**src/rtl/sdram_pkg.sv**
```systemverilog
// Shared SDRAM controller definitions: command encodings, arbiter states, bus widths.
// No logic of its own.
// Imported by the arbiter and its bench.
package sdram_pkg;

  localparam int ADDR_W = 12;
  localparam int BANK_W = 2;
  localparam int CMD_W  = 4;

  // {cs_n, ras_n, cas_n, we_n}
  localparam logic [CMD_W-1:0] CMD_NOP       = 4'b0111;
  localparam logic [CMD_W-1:0] CMD_PRECHARGE = 4'b0010;
  localparam logic [CMD_W-1:0] CMD_AREF      = 4'b0001;
  localparam logic [CMD_W-1:0] CMD_MRS       = 4'b0000;
  localparam logic [CMD_W-1:0] CMD_ACT       = 4'b0011;
  localparam logic [CMD_W-1:0] CMD_WRITE     = 4'b0100;
  localparam logic [CMD_W-1:0] CMD_READ      = 4'b0101;

  typedef enum logic [2:0] {
    ST_IDLE  = 3'd0,
    ST_ARBIT = 3'd1,
    ST_AREF  = 3'd2,
    ST_WRITE = 3'd3,
    ST_READ  = 3'd4
  } arb_state_t;

endpackage

```
**src/rtl/sdram_arbit.sv**
```systemverilog
// SDRAM command-bus arbiter: init owns the bus, then refresh > write/read round-robin, with a grant watchdog.
// Latency: req in ARBIT cycle N -> *_en in cycle N+1; bus mux is combinational from the registered state.
// Backpressure: requesters hold req until their *_en; a grant lasts until *_end or MAX_BUSY cycles.
module sdram_arbit #(
  parameter int                          MAX_BUSY = 1024,
  parameter logic [sdram_pkg::CMD_W-1:0] CMD_NOP  = 4'b0111
) (
  input  logic                          sclk,
  input  logic                          reset,
  input  logic                          init_done,
  input  logic [sdram_pkg::CMD_W-1:0]   init_cmd,
  input  logic [sdram_pkg::ADDR_W-1:0]  init_addr,
  input  logic                          aref_req,
  input  logic                          aref_end,
  input  logic [sdram_pkg::CMD_W-1:0]   aref_cmd,
  input  logic [sdram_pkg::ADDR_W-1:0]  aref_addr,
  input  logic                          wr_req,
  input  logic                          wr_end,
  input  logic [sdram_pkg::CMD_W-1:0]   wr_cmd,
  input  logic [sdram_pkg::ADDR_W-1:0]  wr_addr,
  input  logic [sdram_pkg::BANK_W-1:0]  wr_bank,
  input  logic                          rd_req,
  input  logic                          rd_end,
  input  logic [sdram_pkg::CMD_W-1:0]   rd_cmd,
  input  logic [sdram_pkg::ADDR_W-1:0]  rd_addr,
  input  logic [sdram_pkg::BANK_W-1:0]  rd_bank,
  output logic                          aref_en,
  output logic                          wr_en,
  output logic                          rd_en,
  output logic [sdram_pkg::CMD_W-1:0]   sdram_cmd,
  output logic [sdram_pkg::ADDR_W-1:0]  sdram_addr,
  output logic [sdram_pkg::BANK_W-1:0]  sdram_bank,
  output logic                          busy_err,
  output logic [2:0]                    arb_state
);
  import sdram_pkg::*;

  localparam int CNT_W = (MAX_BUSY > 2) ? $clog2(MAX_BUSY) : 1;
  localparam logic [CNT_W-1:0] CNT_LAST = CNT_W'(MAX_BUSY - 1);

  arb_state_t       state;
  arb_state_t       last_grant;
  logic [CNT_W-1:0] busy_cnt;
  logic             grant_end;
  logic             wr_wins;

  // Only the current grantee's end pulse counts; the one-hot *_en doubles as the grantee select.
  assign grant_end = (aref_en & aref_end) | (wr_en & wr_end) | (rd_en & rd_end);

  // Write takes a tie unless it was the last one served.
  assign wr_wins = wr_req && (!rd_req || (last_grant != ST_WRITE));

  assign arb_state = state;

  // Scheduler FSM with registered grants, round-robin memory and watchdog.
  always_ff @(posedge sclk or posedge reset) begin
    if (reset) begin
      state      <= ST_IDLE;
      last_grant <= ST_READ;
      busy_cnt   <= '0;
      aref_en    <= 1'b0;
      wr_en      <= 1'b0;
      rd_en      <= 1'b0;
      busy_err   <= 1'b0;
    end else begin
      busy_err <= 1'b0;
      case (state)
        ST_IDLE: begin
          if (init_done) state <= ST_ARBIT;
        end
        ST_ARBIT: begin
          busy_cnt <= '0;
          if (aref_req) begin
            state   <= ST_AREF;
            aref_en <= 1'b1;
          end else if (wr_wins) begin
            state <= ST_WRITE;
            wr_en <= 1'b1;
          end else if (rd_req) begin
            state <= ST_READ;
            rd_en <= 1'b1;
          end
        end
        ST_AREF, ST_WRITE, ST_READ: begin
          if (grant_end || (busy_cnt == CNT_LAST)) begin
            // Normal end and watchdog timeout release the bus the same way.
            busy_err <= !grant_end;
            state    <= ST_ARBIT;
            aref_en  <= 1'b0;
            wr_en    <= 1'b0;
            rd_en    <= 1'b0;
            if (state == ST_WRITE) last_grant <= ST_WRITE;
            if (state == ST_READ)  last_grant <= ST_READ;
          end else begin
            busy_cnt <= busy_cnt + CNT_W'(1);
          end
        end
        default: begin
          state   <= ST_IDLE;
          aref_en <= 1'b0;
          wr_en   <= 1'b0;
          rd_en   <= 1'b0;
        end
      endcase
    end
  end

  // Bus mux from the registered state; reset forces NOP so the bus idles immediately.
  always_comb begin
    sdram_cmd  = CMD_NOP;
    sdram_addr = '0;
    sdram_bank = '0;
    if (!reset) begin
      case (state)
        ST_IDLE: begin
          sdram_cmd  = init_cmd;
          sdram_addr = init_addr;
        end
        ST_AREF: begin
          sdram_cmd  = aref_cmd;
          sdram_addr = aref_addr;
        end
        ST_WRITE: begin
          sdram_cmd  = wr_cmd;
          sdram_addr = wr_addr;
          sdram_bank = wr_bank;
        end
        ST_READ: begin
          sdram_cmd  = rd_cmd;
          sdram_addr = rd_addr;
          sdram_bank = rd_bank;
        end
        default: ;
      endcase
    end
  end

endmodule

```
**config.mk**
```make
export PLATFORM = sky130hd
export DESIGN_NAME = sdram_arbit
export DESIGN_NICKNAME = d
export VERILOG_FILES = /design/src/rtl/sdram_pkg.sv /design/src/rtl/sdram_arbit.sv
export SDC_FILE = /design/constraint.sdc
export NUM_CORES = 1
export LEC_CHECK = 0
export BUFFER_PORTS_ARGS = -buffer_cell sky130_fd_sc_hd__buf_2
export CAP_MARGIN = 5
export CORE_ASPECT_RATIO = 1.75
export CORE_UTILIZATION = 25
export CTS_CLUSTER_DIAMETER = 60
export DETAILED_ROUTE_END_ITERATION = 8
export GPL_ROUTABILITY_DRIVEN = 0
export PLACE_DENSITY_LB_ADDON = 0.25
export SETUP_SLACK_MARGIN = 0.02
export SLEW_MARGIN = 20
export SYNTH_ARGS = -nofsm -noshare
export SYNTH_HDL_FRONTEND = slang
export SYNTH_SLANG_ARGS = --single-unit
```
**constraint.sdc**
```tcl
create_clock -name sclk -period 1.6 [get_ports sclk]
set_input_delay 0.08 -clock sclk [delete_from_list [all_inputs] [get_ports sclk]]
set_output_delay 0.08 -clock sclk [all_outputs]
set_load 0.01 [all_outputs]
```
==> results.md, run 1 <==
* Async set-or-reset flop fraction in the synthesized netlist at 100%
* Critical R2R Launch: busy_cnt[1]
* Area leader, netlist: dfrtp_1
* Final net count at 462
* Max Cap Viol at 0
* Unrepaired setup endpoints after global routing: yes
* TritonCTS clock tree: done
* Clock latency of the later-clocked register in the worst-skew pair at 260 ps
* Type of the most critical hold path: in -> async
* Cell row count at 40
* Fmax at 582 MHz
* Critical Path End Type: output pin
* Top Layer Used: met4
* Total count of hold-check failures in the final report at 0
* Register area share after synthesis at 27.1%
* Vias at 2315
* Post-route met1 wirelength at 2.52 mm
* Total number of yosys warnings at 0
* Number of sinks handled by clock tree synthesis at 19
* Die Area at 7380 um^2
* Clock buffer depth at 2
* Number of routed nets with antenna violations at 0
* Buffers on Ports at 101
* P_sw at 2130 uW
* Starting DRC count in detailed routing at 79
* Cell types with the largest area share after synthesis: dfrtp_1, mux2i_1, o21ai_0, a21oi_1, nand2_1
* Post-placement cell count at 445
* Dpl hpwl at 5.00 mm
* Syn Area/Cell at 7.51 um^2
* Setup TNS after final layout at -1350 ps
* Io pins at 102
* Number of H-tree branching levels at 1
* Count of hold-fix buffers inserted at cts at 0
* Cell area after technology mapping at 1760 um^2
* Seq pwr share at 15.0%
* Met2 wirelength from detailed routing at 3.90 mm
* Minimum clock period at 1720 ps
* Power per cell area at 1590 nW/um^2
* First-pass GRT wire length at 10.2 mm
* Predominant post-synthesis flop cell: dfrtp_1
* Overall die height at 113 um
* Number of antenna violations at the first check in global routing at 0
* Reg clk slew, reported paths at 60 ps
* Combinational share of power at 74.4%
* Slew at the pin closest to its max-slew limit at 367 ps
* Worst vdd rail ir drop at 0.000641 V
* Overall power consumption at 4980 uW
* Internal power at 2840 uW
* Fraction of final layout cells sized beyond drive strength 1 at 55.6%
* Chip Width at 65.4 um
* Critical path start-end classification: reg -> out
* Smallest setup slack after layout at -118 ps
* Register-to-Register Path Depth at 6
* GRT Residual Overflow at 0
* Iteration count of the initial detailed-routing pass at 6
* Cell chosen for the clock root: clkbuf_16
* Gr usage total at 17.4%
* Syn Nets at 312
* Reg-to-reg critical path endpoint: arb_state[1]
* Switching part of the total power at 42.9%
* Initial core utilization at 25.8%
* Routed met3 length at 337 um
* Total setup violations reported at the end of the flow at 21
* Antenna diode count at 0
* Worst slack on hold paths at 77.9 ps
* Post-synth EDFFs at 0
* Status: complete, but fails checks
* Via count of the first global-routing pass at 2279
* Total wire length at 6.87 mm
* Total CTS buffers at 3
* Per-cell routed wire length at 14.7 um
* Final max-slew violation count at 0
* P&R area growth vs syn at 77.7%
* Worst Path Arrival at 1640 ps
* Drt drc at 0
* Worst setup slack after placement at -60.5 ps
* Slew HR at 75.4%
* Placeable core region at 6810 um^2
* Crit share post-route at 107%
* Leakage power of the design at 0.00146 uW
* Worst clock skew at 3.12 ps
* Maximum fanout count along the critical path at 5
* Pin count of the biggest net entering global routing at 20
* Clock network fraction of design power at 10.6%
* Unique cell type count in the Yosys netlist at 44
* Required @ worst endpoint at 1520 ps
* Drt via density at 4.96
* CP startpoint kind: flop
* Worst Setup SP: arb_state[2]
* Cells after synthesis at 234
* Proportion of netlist area held by the largest area contributor at 25.6%
* Flip-flop and latch count after synthesis at 19
* Worst R2R Setup Slack at -70 ps
* Non-filler instance count after layout at 467
* Failing checks: setup timing
critical path: stages, from the launching register on:
cell      delay, ps
dfrtp_2         420
buf_6           150
buf_6           120
mux2i_2         160
o311ai_1        280
buf_4           170
buf_6            90
cell type report:
class	instances	area, um^2
Fill cell	689	3680
Multi-Input combinational cell	185	1320
Timing Repair Buffer	163	1090
Sequential cell	19	480
Tap cell	84	105
Clock buffer	4	78.8
Inverter	12	47.5
synth_stat cells (2+ instances only):
| cell | number |
|---|---|
| and2_0 | 13 |
| or2_2 | 2 |
| nand4_1 | 3 |
| a211oi_1 | 2 |
| o311ai_0 | 2 |
| clkbuf_8 | 4 |
| mux2i_1 | 16 |
| o21ai_2 | 2 |
| nor3_1 | 3 |
| nor4_1 | 2 |
| nand2_1 | 24 |
| o21ai_0 | 24 |
| a31oi_1 | 9 |
| nand2b_1 | 3 |
| dfrtp_1 | 18 |
| nand3_1 | 4 |
| buf_2 | 4 |
| o21a_1 | 2 |
| nor2_1 | 22 |
| a21oi_1 | 23 |
| o211ai_1 | 4 |
| nor2b_1 | 2 |
| clkbuf_1 | 10 |
| and3_1 | 2 |
| a22oi_1 | 3 |
| o32a_1 | 2 |
| inv_1 | 12 |
flip-flops by register name, summed over array words and instances, names as in the netlist:
register / count
last_grant: 2
rd_en: 1
aref_en: 1
arb_state: 3
wr_en: 1
busy_err: 1
busy_cnt: 10
metrics by stage:
step | cell area (um^2) | util (%)
global placement | 2630 | 38.7
floorplan | 1790 | -
CTS | 2820 | 41.4
detailed placement | 2630 | 38.7
global route | 3120 | 45.9
finish | 3120 | 45.9
layer usage:
layer | up-vias | track usage, %
met2 | 80 | 34.0
met5 | - | 0
met1 | 1086 | 18.1
met3 | 8 | 2.02
met4 | 0 | 6.38
li1 | 1141 | -
cells by family after synthesis:
kind of cell,Yosys count,synth area share (%)
buffers and inverters,30,8.97
adders and majority gates,1,0.712
AOI/OAI and AO/OA,80,28.3
muxes,17,9.75
DFF,19,27.1
and+or+nand+nor,87,25.2
layout by cell type, fill, tap and decap left out, types with 2 or more instances in the layout:
cell type and n:
a21oi_1 19, a21oi_2 3, a22oi_1 3, a31oi_1 6, a31oi_2 2, and2_0 9
and2_1 3, and2_4 2, and3_1 2, buf_12 3, buf_2 102, buf_4 40
buf_6 16, clkbuf_16 4, dfrtp_1 15, dfrtp_2 3, inv_1 10, mux2i_1 14
mux2i_2 2, nand2_1 20, nand2_2 4, nand2b_1 3, nand3_1 2, nand3_2 2
nand4_1 3, nor2_1 20, nor2_2 2, nor3_1 3, o211ai_1 4, o21ai_0 7
o21ai_1 13, o21ai_2 4, o21ai_4 2, o311ai_1 2, o32a_1 2, or2_2 2
worst max path at each step:
stage / endpoint / slack (ps) / depth (start not counted)
6_report: sdram_cmd[1] / -120 / 6
5_1_grt: sdram_cmd[3] / -170 / 7
4_1_cts: sdram_addr[5] / -90 / 6
3_5_place_dp: arb_state[1] / -60 / 6
3_3_place_gp: arb_state[1] / -20 / 6
2_1_floorplan: arb_state[2] / -90 / 6
power groups by stage:
| stage | Clock, uW | Combinational, uW | Sequential (uW) |
|---|---|---|---|
| finish | 528 | 3700 | 747 |
| floorplan | 0 | 1590 | 763 |
| CTS | 541 | 3010 | 754 |
| global placement | 0 | 2740 | 751 |
| global route | 546 | 3990 | 763 |
| detailed placement | 0 | 2760 | 752 |
what timing repair did:
action | in CTS | in global routing
pin swaps | 10 | 26
resized for setup | 26 | 60
setup endpoints to repair | 27 | 36
gates cloned | 0 | 3
setup buffers | 5 | 10
Note: power is estimated with default switching activity, not from simulation.
==> run 2, diff against run 1 <==
--- a/config.mk
+++ b/config.mk
@@ -13,8 +13,8 @@
 export DETAILED_ROUTE_END_ITERATION = 8
 export GPL_ROUTABILITY_DRIVEN = 0
 export PLACE_DENSITY_LB_ADDON = 0.25
+export REMOVE_ABC_BUFFERS = 1
 export SETUP_SLACK_MARGIN = 0.02
-export SLEW_MARGIN = 20
 export SYNTH_ARGS = -nofsm -noshare
 export SYNTH_HDL_FRONTEND = slang
 export SYNTH_SLANG_ARGS = --single-unit
==> run 2 against run 1 <==
Compared with the run above: first-iteration DRC count fell by 52%; combinational power up 3%; worst hold slack better by 31 ps; total power increased by 2.2%; cell count down 0.21%; flip-flop and latch count is the same; final area is 2.4% higher; clock skew barely moved; core utilization rose by 1.1 points; highest routed layer unchanged; setup slack better by 24 ps; sequential share of layout area down 0.37 points; via count rose by 2.5%; the flow still finishes with violations (setup timing).
==> results.md, run 2 (synthesized netlist as in run 1, its figures left out) <==
* Fraction of final layout cells sized beyond drive strength 1 at 58.6%
* Reg clk slew, reported paths at 50 ps
* Io pins at 102
* Gr usage total at 18.2%
* Unrepaired setup endpoints after global routing: yes
* CP startpoint kind: flop
* TritonCTS clock tree: done
* Drt drc at 0
* Overall die height at 113 um
* Vias at 2374
* Number of sinks handled by clock tree synthesis at 19
* Minimum clock period at 1690 ps
* Slowest cell on crit path: dfrtp_2
* Clock buffer depth at 2
* Critical Path End Type: output pin
* Total setup violations reported at the end of the flow at 25
* Max Cap Viol at 0
* Most frequent cells in the layout: buf_2, buf_4, nor2_1
* Total CTS buffers at 3
* Max incr delay on CP at 430 ps
* Iteration count of the initial detailed-routing pass at 4
* Overall power consumption at 5090 uW
* Critical path start-end classification: reg -> out
* Drt via density at 5.09
* Worst Path Arrival at 1610 ps
* Switching part of the total power at 43.9%
* Fmax at 590 MHz
* Worst vdd rail ir drop at 0.000553 V
* Antenna diode count at 0
* Total wire length at 6.94 mm
* Smallest setup slack after layout at -93.6 ps
* Number of H-tree branching levels at 1
* Dpl hpwl at 5.21 mm
* Buffers on Ports at 101
* Number of antenna violations at the first check in global routing at 0
* Slew at the pin closest to its max-slew limit at 500 ps
* Cell chosen for the clock root: clkbuf_16
* Type of the most critical hold path: in -> async
* First-pass GRT wire length at 10.6 mm
* Required @ worst endpoint at 1520 ps
* Die Area at 7380 um^2
* Clock latency of the later-clocked register in the worst-skew pair at 250 ps
* Cell row count at 40
* GRT Residual Overflow at 0
* Per-cell routed wire length at 14.9 um
* Multi-input gate area at 1450 um^2
* P_sw at 2240 uW
* Number of routed nets with antenna violations at 0
* Final net count at 461
* Seq pwr share at 14.9%
* Maximum fanout count along the critical path at 6
* Combined flip-flop and latch cell area at 480 um^2
* Leakage power of the design at 0.00147 uW
* Placeable core region at 6810 um^2
* Count of buffering cells on the critical path with inverters included at 3
* Initial core utilization at 25.8%
* Starting DRC count in detailed routing at 38
* Number of flip-flops in the largest register at 10
* Cell family with the largest share of critical-path delay: flip-flops
* Slew HR at 66.5%
* Number of inserted filler cells in the final layout at 674
* Worst clock skew at 2.66 ps
* Clock network fraction of design power at 10.2%
* Worst setup slack after placement at -133 ps
* Via count of the first global-routing pass at 2436
* Largest register by flop count: busy_cnt
* Worst slack on hold paths at 109 ps
* Failing checks: setup timing
* Crit share post-route at 106%
* P&R area growth vs syn at 82.0%
* Pin count of the biggest net entering global routing at 20
* Chip Width at 65.4 um
* Cell-by-cell trace of the critical path: buf_4, buf_6, mux2i_1, nor2_1, o21ai_4, a21oi_2, buf_2
* Final max-slew violation count at 0
* Combinational share of power at 74.9%
* Power per cell area at 1590 nW/um^2
* Status: complete, but fails checks
* Most common cell after layout, fill and taps aside: buf_2
* Internal power at 2850 uW
* Total count of hold-check failures in the final report at 0
[run 2: layer usage]
layer | wire length, um | up-vias | track usage, %
met3 | 497 | 16 | 2.12
li1 | - | 1139 | -
met2 | 3870 | 109 | 38.6
met1 | 2370 | 1110 | 16.3
met5 | 0 | - | 0
met4 | 197 | 0 | 6.67
[run 2: power groups by stage]
stage	logic (uW)	clock network (uW)	registers, uW
after floorplan	1230	0	890
after global placement	2690	0	734
after detailed placement	2690	0	746
after CTS	3450	538	753
after global routing	4110	549	778
final	3810	521	758
[run 2: per-stage QoR]
| step | cells | cell area [um^2] | util, % | setup TNS (ps) |
|---|---|---|---|---|
| 2_1_floorplan | 216 | 1650 | - | -11940 |
| 3_3_place_gp | 443 | 2580 | 38.0 | -311 |
| 3_5_place_dp | 443 | 2580 | 38.0 | -898 |
| 4_1_cts | 461 | 3060 | 44.9 | -1450 |
| 5_1_grt | 466 | 3200 | 47.0 | -3720 |
| 6_report | 466 | 3200 | 47.0 | -1240 |
[run 2: final cells by class]
cell class / instances / share of cell area, %
Sequential cell: 19 / 15.0
Inverter: 12 / 1.41
Clock buffer: 4 / 2.46
Timing Repair Buffer: 162 / 32.6
Tap cell: 84 / 3.29
Multi-Input combinational cell: 185 / 45.2
[run 2: what timing repair did]
| item | CTS | global route |
|---|---|---|
| gates resized for setup | 74 | 37 |
| pin swaps | 18 | 27 |
| endpoints found under the hold margin | 0 | 0 |
| cloned | 0 | 1 |
| buffers inserted | 14 | 5 |
| setup endpoints to repair | 36 | 36 |
| hold buffers | 0 | 0 |
[run 2: final timing paths]
| path | slack [ps] | endpoint | cells past startpoint | startpoint |
|---|---|---|---|---|
| setup / recovery | -90 | sdram_cmd[3] | 7 | arb_state[2] |
| hold / removal | 110 | busy_cnt[2] | 3 | reset |
| setup reg to reg | -90 | arb_state[2] | 6 | arb_state[2] |
| hold reg to reg | 500 | busy_cnt[9] | 1 | busy_cnt[9] |
| max in group asynchronous | 1220 | last_grant[2] | 3 | reset |
| min in group sclk | 200 | aref_en | 3 | aref_req |
[run 2: tightest hold or removal path, cell delays in order]
cell   delay [ps]
buf_2         220
inv_1         150
buf_4         300
==> run 3, diff against run 2 <==
--- a/config.mk
+++ b/config.mk
@@ -12,6 +12,7 @@
 export CTS_CLUSTER_DIAMETER = 60
 export DETAILED_ROUTE_END_ITERATION = 8
 export GPL_ROUTABILITY_DRIVEN = 0
+export HOLD_SLACK_MARGIN = 0.12
 export PLACE_DENSITY_LB_ADDON = 0.25
 export REMOVE_ABC_BUFFERS = 1
 export SETUP_SLACK_MARGIN = 0.02
==> run 3 against run 2 <==
Compared with the run above: the run still ends with setup timing left; combinational power hardly changed; sequential power hardly changed; fmax hardly changed; global-route usage hardly changed; die area stayed put; clock-buffer cell count stayed put; cell count is 0.21% higher; non-clock buffer count is 1 higher; via count is 0.13% higher; clock skew stayed put; largest cell class unchanged; highest routed layer unchanged.
==> results.md, run 3 (synthesized netlist as in run 1, its figures left out) <==
* Multi-input gate area at 1450 um^2
* Total CTS buffers at 3
* Required @ worst endpoint at 1520 ps
* Slew at the pin closest to its max-slew limit at 500 ps
* Seq pwr share at 14.9%
* Buffers on Ports at 101
* Max Cap Viol at 0
* Worst clock skew at 2.66 ps
* Die Area at 7380 um^2
* TritonCTS clock tree: done
* Total count of hold-check failures in the final report at 0
* Slew HR at 66.5%
* Failing checks: setup timing
* Worst setup slack after placement at -133 ps
* Clock network fraction of design power at 10.2%
* Per-cell routed wire length at 14.9 um
* Slowest cell on crit path: dfrtp_2
* Antenna diode count at 0
* Max incr delay on CP at 430 ps
* Placeable core region at 6810 um^2
* Most frequent cells in the layout: buf_2, buf_4, nor2_1
* Total wire length at 6.95 mm
* Number of sinks handled by clock tree synthesis at 19
* Maximum fanout count along the critical path at 6
* Worst Path Arrival at 1610 ps
* Largest register by flop count: busy_cnt
* Internal power at 2850 uW
* Vias at 2377
* Smallest setup slack after layout at -93.5 ps
* Switching part of the total power at 43.9%
* Drt drc at 0
* Number of H-tree branching levels at 1
* Combined flip-flop and latch cell area at 480 um^2
* Type of the most critical hold path: in -> reg
* Cell chosen for the clock root: clkbuf_16
* Area after detailed placement at 2580 um^2
* Critical path start-end classification: reg -> out
* Status: complete, but fails checks
* Number of antenna violations at the first check in global routing at 0
* Final net count at 462
* Iteration count of the initial detailed-routing pass at 4
* Number of flip-flops in the largest register at 10
* Total setup violations reported at the end of the flow at 25
* Io pins at 102
* Fraction of final layout cells sized beyond drive strength 1 at 58.5%
* Power per cell area at 1590 nW/um^2
* Reg clk slew, reported paths at 50 ps
* CP startpoint kind: flop
* Cell-by-cell trace of the critical path: buf_4, buf_6, mux2i_1, nor2_1, o21ai_4, a21oi_2, buf_2
* Crit share post-route at 106%
* Leakage power of the design at 0.00147 uW
* Dpl hpwl at 5.21 mm
* Post-route standard cell area excluding fillers at 3210 um^2
* Overall power consumption at 5090 uW
* Fmax at 590 MHz
* Number of routed nets with antenna violations at 0
* Cell row count at 40
* First-pass GRT wire length at 10.6 mm
* Clock buffer depth at 2
* Combinational share of power at 74.9%
* Pin count of the biggest net entering global routing at 20
* Minimum clock period at 1690 ps
* P&R area growth vs syn at 82.6%
* Overall die height at 113 um
* Critical Path End Type: output pin
* Clock latency of the later-clocked register in the worst-skew pair at 250 ps
* Final max-slew violation count at 0
* Worst slack on hold paths at 203 ps
* Number of inserted filler cells in the final layout at 673
* Chip Width at 65.4 um
* Cell family with the largest share of critical-path delay: flip-flops
* GRT Residual Overflow at 0
* Gr usage total at 18.3%
* Starting DRC count in detailed routing at 51
* Unrepaired setup endpoints after global routing: yes
* P_sw at 2240 uW
* Fin util at 47.2%
* Most common cell after layout, fill and taps aside: buf_2
* Via count of the first global-routing pass at 2439
* Drt via density at 5.09
* Count of buffering cells on the critical path with inverters included at 3
* Worst vdd rail ir drop at 0.000553 V
* Initial core utilization at 25.8%
run 3: changes by cell type in the layout (fill, tap and decap cells not counted), sizes merged:
cell,change
dlygate4sd3,+1
run 3: metal layers:
layer	vias to the layer above	routed length (um)	GRT usage (%)
li1	1141	-	-
met1	1111	2390	16.3
met2	109	3870	38.6
met3	16	497	2.12
met4	0	197	6.67
met5	-	0	0
run 3: power groups by stage:
stage               Sequential [uW]  Combinational (uW)  Clock, uW
global placement                734                2690          0
floorplan                       890                1230          0
CTS                             753                3450        538
finish                          758                3810        521
global route                    778                4110        549
detailed placement              746                2690          0
run 3: final timing paths:
check / start / to / slack (ps) / cells after the start
worst min register to register: busy_cnt[9] / busy_cnt[9] / 500 / 1
worst min-delay path: aref_req / aref_en / 200 / 3
worst max-delay path: arb_state[2] / sdram_cmd[3] / -90 / 7
worst max register to register: arb_state[2] / arb_state[2] / -90 / 6
max in group asynchronous: reset / last_grant[2] / 660 / 4
min in group asynchronous: reset / busy_cnt[2] / 670 / 4
run 3: area by class of cell:
cell class,instances,area share (%)
repair buffers,163,32.8
inverters,12,1.40
multi-input cells,185,45.1
flip-flops and latches,19,15.0
clock buffers,4,2.46
well taps,84,3.27
run 3: timing repair:
| item | 4_1_cts | 5_1_grt |
|---|---|---|
| gates cloned | 0 | 1 |
| pin swaps | 18 | 27 |
| resized for setup | 74 | 37 |
| setup endpoints to repair | 36 | 36 |
| hold buffers | 1 | 0 |
| endpoints found under the hold margin | 18 | 0 |
| buffers inserted | 14 | 5 |
run 3: worst register-to-register path, delay by kind of cell, from the launching register on:
kind | cells | cell delay (ps)
and+or+nand+nor | 2 | 260
AOI/OAI and AO/OA | 2 | 600
buffers and inverters | 2 | 270
DFF | 1 | 430
run 3: per-stage QoR:
stage | instances | TNS, ps
final | 467 | -1250
after global placement | 443 | -311
after floorplan | 216 | -11940
after detailed placement | 443 | -898
after CTS | 462 | -1440
after global routing | 467 | -3720
